[src/rtl/adc_pkg.sv]
// Shared constants and state encoding for the LTC1407A-style dual-channel ADC reader.
// The frame layout is fixed by the ADC: two 14-bit samples inside a 34-bit SPI frame.
package adc_pkg;

   localparam int FRAME_BITS  = 34;
   localparam int SAMPLE_W    = 14;
   localparam int A_FIRST_BIT = 2;
   localparam int B_FIRST_BIT = 18;

   localparam logic [2:0] ST_IDLE  = 3'd0;
   localparam logic [2:0] ST_CONV  = 3'd1;
   localparam logic [2:0] ST_SHIFT = 3'd2;
   localparam logic [2:0] ST_DONE  = 3'd3;

   // True when frame bit idx belongs to the sample field starting at first.
   function automatic logic in_field(input logic [5:0] idx, input int first);
      return (int'(idx) >= first) && (int'(idx) < first + SAMPLE_W);
   endfunction

endpackage

[src/rtl/adc_sck_gen.sv]
// SPI clock generator: DIV-cycle half periods, low half first, held low while disabled.
// rise/fall mark the clock edge that will toggle SCK; count is the current SCK period index.
module adc_sck_gen #(
   parameter int DIV = 2
) (
   input  logic       CLK50MHZ,
   input  logic       RST,
   input  logic       en,
   output logic       sck,
   output logic       rise,
   output logic       fall,
   output logic [5:0] count
);

   localparam logic [15:0] HALF_RELOAD = 16'(DIV - 1);

   logic [15:0] half_q, half_d;
   logic        sck_q, sck_d;
   logic [5:0]  cnt_q, cnt_d;
   logic        tc;

   always_comb begin
      tc     = (half_q == '0);
      rise   = en && tc && !sck_q;
      fall   = en && tc && sck_q;
      half_d = half_q;
      sck_d  = sck_q;
      cnt_d  = cnt_q;
      if (!en) begin
         half_d = HALF_RELOAD;
         sck_d  = 1'b0;
         cnt_d  = '0;
      end else if (tc) begin
         half_d = HALF_RELOAD;
         sck_d  = !sck_q;
         // a period ends on its falling edge
         if (sck_q) cnt_d = cnt_q + 6'd1;
      end else begin
         half_d = half_q - 16'd1;
      end
   end

   always_ff @(posedge CLK50MHZ) begin
      if (RST) begin
         half_q <= '0;
         sck_q  <= 1'b0;
         cnt_q  <= '0;
      end else begin
         half_q <= half_d;
         sck_q  <= sck_d;
         cnt_q  <= cnt_d;
      end
   end

   assign sck   = sck_q;
   assign count = cnt_q;

endmodule

[src/rtl/adc_spi_reader.sv]
// SPI master for the dual-channel 14-bit ADC: convert strobe, one 34-bit frame, done pulse.
//   state    | meaning
//   IDLE     | waiting for trig, all strobes low
//   CONV     | ad_conv high for CONV_CYCLES clocks
//   SHIFT    | 34 SCK periods, samples shifted into shadow registers
//   DONE     | shadows copied to outputs, done pulse
module adc_spi_reader
   import adc_pkg::*;
#(
   parameter int DIV         = 2,
   parameter int CONV_CYCLES = 2
) (
   input  logic        CLK50MHZ,
   input  logic        RST,
   input  logic        trig,
   output logic        done,
   output logic        busy,
   output logic [13:0] adc_a,
   output logic [13:0] adc_b,
   output logic        ad_conv,
   output logic        spi_sck,
   input  logic        spi_miso
);

   localparam logic [15:0] CONV_RELOAD = 16'(CONV_CYCLES - 1);
   localparam logic [5:0]  LAST_BIT    = 6'(FRAME_BITS - 1);

   logic [2:0]  state_q, state_d;
   logic [15:0] conv_q, conv_d;
   logic        ad_conv_q, ad_conv_d;
   logic        done_q, done_d;
   logic        busy_q, busy_d;
   logic [13:0] adc_a_q, adc_a_d;
   logic [13:0] adc_b_q, adc_b_d;
   logic [13:0] sha_q, sha_d;
   logic [13:0] shb_q, shb_d;

   logic       sck_en;
   logic       sck_rise;
   logic       sck_fall;
   logic [5:0] bit_idx;

   assign sck_en = (state_q == ST_SHIFT);

   adc_sck_gen #(.DIV(DIV)) u_sck (
      .CLK50MHZ (CLK50MHZ),
      .RST      (RST),
      .en       (sck_en),
      .sck      (spi_sck),
      .rise     (sck_rise),
      .fall     (sck_fall),
      .count    (bit_idx)
   );

   always_comb begin
      state_d   = state_q;
      conv_d    = conv_q;
      ad_conv_d = 1'b0;
      done_d    = 1'b0;
      busy_d    = busy_q;
      adc_a_d   = adc_a_q;
      adc_b_d   = adc_b_q;
      sha_d     = sha_q;
      shb_d     = shb_q;
      case (state_q)
         ST_IDLE: begin
            if (trig) begin
               state_d   = ST_CONV;
               conv_d    = CONV_RELOAD;
               ad_conv_d = 1'b1;
               busy_d    = 1'b1;
            end
         end
         ST_CONV: begin
            if (conv_q == '0) begin
               state_d = ST_SHIFT;
            end else begin
               conv_d    = conv_q - 16'd1;
               ad_conv_d = 1'b1;
            end
         end
         ST_SHIFT: begin
            // sample on the edge that raises SCK: end of the low half, data settled
            if (sck_rise) begin
               if (in_field(bit_idx, A_FIRST_BIT)) sha_d = {sha_q[12:0], spi_miso};
               if (in_field(bit_idx, B_FIRST_BIT)) shb_d = {shb_q[12:0], spi_miso};
            end
            if (sck_fall && (bit_idx == LAST_BIT)) begin
               state_d = ST_DONE;
               done_d  = 1'b1;
               adc_a_d = sha_q;
               adc_b_d = shb_q;
            end
         end
         ST_DONE: begin
            state_d = ST_IDLE;
            busy_d  = 1'b0;
         end
         default: begin
            state_d = ST_IDLE;
            busy_d  = 1'b0;
         end
      endcase
   end

   always_ff @(posedge CLK50MHZ) begin
      if (RST) begin
         state_q   <= ST_IDLE;
         conv_q    <= '0;
         ad_conv_q <= 1'b0;
         done_q    <= 1'b0;
         busy_q    <= 1'b0;
         adc_a_q   <= '0;
         adc_b_q   <= '0;
         sha_q     <= '0;
         shb_q     <= '0;
      end else begin
         state_q   <= state_d;
         conv_q    <= conv_d;
         ad_conv_q <= ad_conv_d;
         done_q    <= done_d;
         busy_q    <= busy_d;
         adc_a_q   <= adc_a_d;
         adc_b_q   <= adc_b_d;
         sha_q     <= sha_d;
         shb_q     <= shb_d;
      end
   end

   assign ad_conv = ad_conv_q;
   assign done    = done_q;
   assign busy    = busy_q;
   assign adc_a   = adc_a_q;
   assign adc_b   = adc_b_q;

endmodule

[config.mk]
export PLATFORM = sky130hd
export DESIGN_NAME = adc_spi_reader
export DESIGN_NICKNAME = d
export VERILOG_FILES = /design/src/rtl/adc_pkg.sv /design/src/rtl/adc_sck_gen.sv /design/src/rtl/adc_spi_reader.sv
export SDC_FILE = /design/constraint.sdc
export NUM_CORES = 1
export LEC_CHECK = 0
export ABC_AREA = 1
export CAP_MARGIN = 20
export CORE_AREA = 2 2 112 114
export DETAILED_ROUTE_END_ITERATION = 12
export DIE_AREA = 0 0 114 116
export GPL_TIMING_DRIVEN = 0
export PLACE_DENSITY = 0.61
export SETUP_SLACK_MARGIN = 0.02
export SYNTH_ARGS = -nofsm -noshare
export SYNTH_HDL_FRONTEND = slang
export SYNTH_SLANG_ARGS = --single-unit
[constraint.sdc]
create_clock -name CLK50MHZ -period 2.1 [get_ports CLK50MHZ]
set_input_delay 0.21 -clock CLK50MHZ [delete_from_list [all_inputs] [get_ports CLK50MHZ]]
set_output_delay 0.21 -clock CLK50MHZ [all_outputs]
set_load 0.1 [all_outputs]
==> results by group <==
Status
  – Run status: finished, final reports clean

Floorplan
  – Full die area: 13,220 sq um
  – Row count: 40
  – Die W: 114 microns
  – Top-Level Pins: 36
  – Die Span Y: 116 microns
  – Starting Density: 39.19%
  – Core area: 11,910 sq um

STA
  – Final period util: 96.96%
  – Fin. Hold Viols: 0
  – Minimum clock period: 2.036 ns
  – Fin. max-slew vios: 0
  – Final Setup Violations: 0
  – Maximum clock rate: 0.4911 GHz
  – Rel. slew slack: 34.62%
  – Skew final: 0.009344 ns
  – RSZ-0062 raised after global routing: false
  – Worst Hold Slack: 0.4694 ns
  – Final worst slack: 0.06389 ns
  – Slew of the pin with the lowest slew margin: 0.9791 ns
  – Final setup TNS: 0 ns

Hold path
  – Hold Path Class: flip-flop to flip-flop

Routing
  – Post-DR vias/cell: 4.753
  – DRC Markers: 0
  – Wire per inst: 11.34 microns
  – Post-route ant nets: 0
  – Detailed-route via count: 4,187
  – Iter 0 DRT Violations: 190
  – TritonRoute pass-1 iters: 7
  – Total wire length: 9988 microns

Clock tree
  – Clk Latency, worst-skew pair: 0.35 ns
  – H-tree levels: 3
  – Clock transition at path regs: 0.07 ns
  – Setup bufs post-CTS: 0
  – Sink Count: 100
  – Longest Clk Path Bufs: 2
  – Root Buffer: clkbuf_16
  – TritonCTS clock tree: built
  – TritonCTS buffer count: 9

Power
  – P_leak: 2.650 nW
  – Power Density: 1142 nW/um^2
  – Peak VDD IR: 523.8 uV

Synth
  – Seq cells post-synth: 100
  – Seq/Total Area, Yosys: 42.88%
  – Syn_nets: 698
  – Synth warnings: 0
  – Synthesized area: 4668 sq um
  – Yosys cell types: 30
  – Syn Inst Count: 684
  – Syn Area/Cell: 6.825 sq um

Global route
  – First-pass GRT wire length: 17,350 microns
  – Initial antenna violation count: 0
  – Largest net degree at the start of global routing: 17
  – Grt ovf: 0
  – Vias in the first global route: 3,975
  – All-layer global routing usage: 16.24%

Placed design
  – GPL Wtd Cong: 0.8784
  – Number of port buffers: 35
  – Placed cell area: 5202 sq um
  – Final HPWL DP: 7261 microns
  – Pre-CTS setup slack: 0.1758 ns

Setup path
  – Startpoint types: flip-flop
  – Cell Chain, Critical Path: clkdlybuf4s50_1
  – Req. time, crit path: 1.89 ns
  – Crit path max fanout: 2
  – Slowest stage cell on the critical path: clkdlybuf4s50_1
  – Data arrival time of the worst path: 1.83 ns
  – CP top delay family: buffers and inverters
  – CP Class: flip-flop to primary output
  – Worst setup EP type: primary output
  – CP bufs+invs: 1
  – CP max stage delay: 1.14 ns

Finish
  – Ratio of cells with drive above 1 in the final layout: 6.131%
  – Layout Nets: 744
  – Design area: 5537 sq um
  – Fin util: 46.48%
  – Area Growth Syn to Fin: 18.60%
  – ANT cells: 0

Run
  – Max Cap Viol: 0
==> Yosys cell counts (all sizes together) <==
cell,count,area [sq um]
xnor2,7,61.31
nand3,50,260.3
nand4,5,31.28
dfxtp,100,2002
nor3,3,15.01
nand2,194,733.2
ha,10,125.1
or2,2,12.52
nand3b,2,18.77
a31oi,2,12.51
o21ai,10,50.05
nor3b,2,15.01
nor2,127,521.8
o21bai,1,7.510
inv,71,266.5
clkbuf,11,41.29
a211oi,2,20.02
xor2,5,43.79
a21oi,66,330.3
buf,14,100.1
==> path summary, 6_finish.rpt <==
| check | start | endpoint | slack [ns] | cells past startpoint |
|---|---|---|---|---|
| max | adc_b[12] | adc_b[12] | 0.06 | 1 |
| min | sha_q[13] | sha_q[13] | 0.47 | 2 |
| max reg2reg | state_q[1] | conv_q[15] | 0.26 | 9 |
| min reg2reg | sha_q[13] | sha_q[13] | 0.47 | 2 |
==> routing by layer <==
| layer | part of all wire (%) | up-vias | track usage (%) |
|---|---|---|---|
| li1 | - | 2227 | - |
| met1 | 47 | 1902 | 19.47 |
| met2 | 48 | 51 | 27.90 |
| met3 | 3.6 | 7 | 4.759 |
| met4 | 1.2 | 0 | 5.610 |
| met5 | 0 | - | 0 |
==> placed cells by master (no fill, tap or decap), drive strengths merged, types with 3 or more instances in the layout <==
cell and instances:
nand2 194, nor2 127, dfxtp 100, inv 72, a21oi 66, nand3 50
clkdlybuf4s50 24, clkbuf 21, buf 14, o21ai 10, ha 10, dlymetal6s2s 9
xnor2 7, nand4 5, xor2 5, nor3 3
==> where the power goes <==
group | total (mW) | leakage [nW] | internal, mW | switching, mW
Combinational | 2.36 | 1.69 | 0.804 | 1.55
Clock | 1.78 | 0.149 | 1.04 | 0.732
Sequential | 2.19 | 0.808 | 2.04 | 0.145
==> layout make-up <==
class                           instances  area (sq um)
Inverter                               71         266.5
Clock buffer                           10         229.0
Tap cell                              147         183.9
Multi-Input combinational cell        488          2258
Buffer                                 25         141.4
Sequential cell                       100          2002
Clock inverter                          5         85.08
Timing Repair Buffer                   35         370.4
Fill cell                            1219          6375
==> cells by family after synthesis <==
kind of cell	after synthesis	share of synthesized area, %
buffers and inverters	96	8.738
AND/OR/NAND/NOR	385	34.44
AO/OA/AOI/OAI	81	9.006
adder cells (fa/ha/maj)	10	2.680
flip-flops	100	42.88
XOR/XNOR	12	2.251
==> through the flow <==
stage	total power, mW	std cells
4_1_cts	6.376	881
3_3_place_gp	4.560	866
6_report	6.321	881
3_5_place_dp	4.594	866
5_1_grt	6.814	881
2_1_floorplan	4.126	684
==> timing repair <==
item	4_1_cts	5_1_grt
pin swaps	0	0
resized for setup	2	9
setup endpoints to repair	2	9
hold buffers	0	0
endpoints found under the hold margin	0	0
==> sequential cells by signal (all words and copies together) (netlist names) <==
name,flops
conv_q,16
u_sck.half_q,16
adc_b,14
shb_q,14
u_sck.count,6
busy,1
ad_conv,1
adc_a,14
done,1
state_q,2
sha_q,14
u_sck.sck,1
No activity file was read; power rests on OpenSTA's default activity.
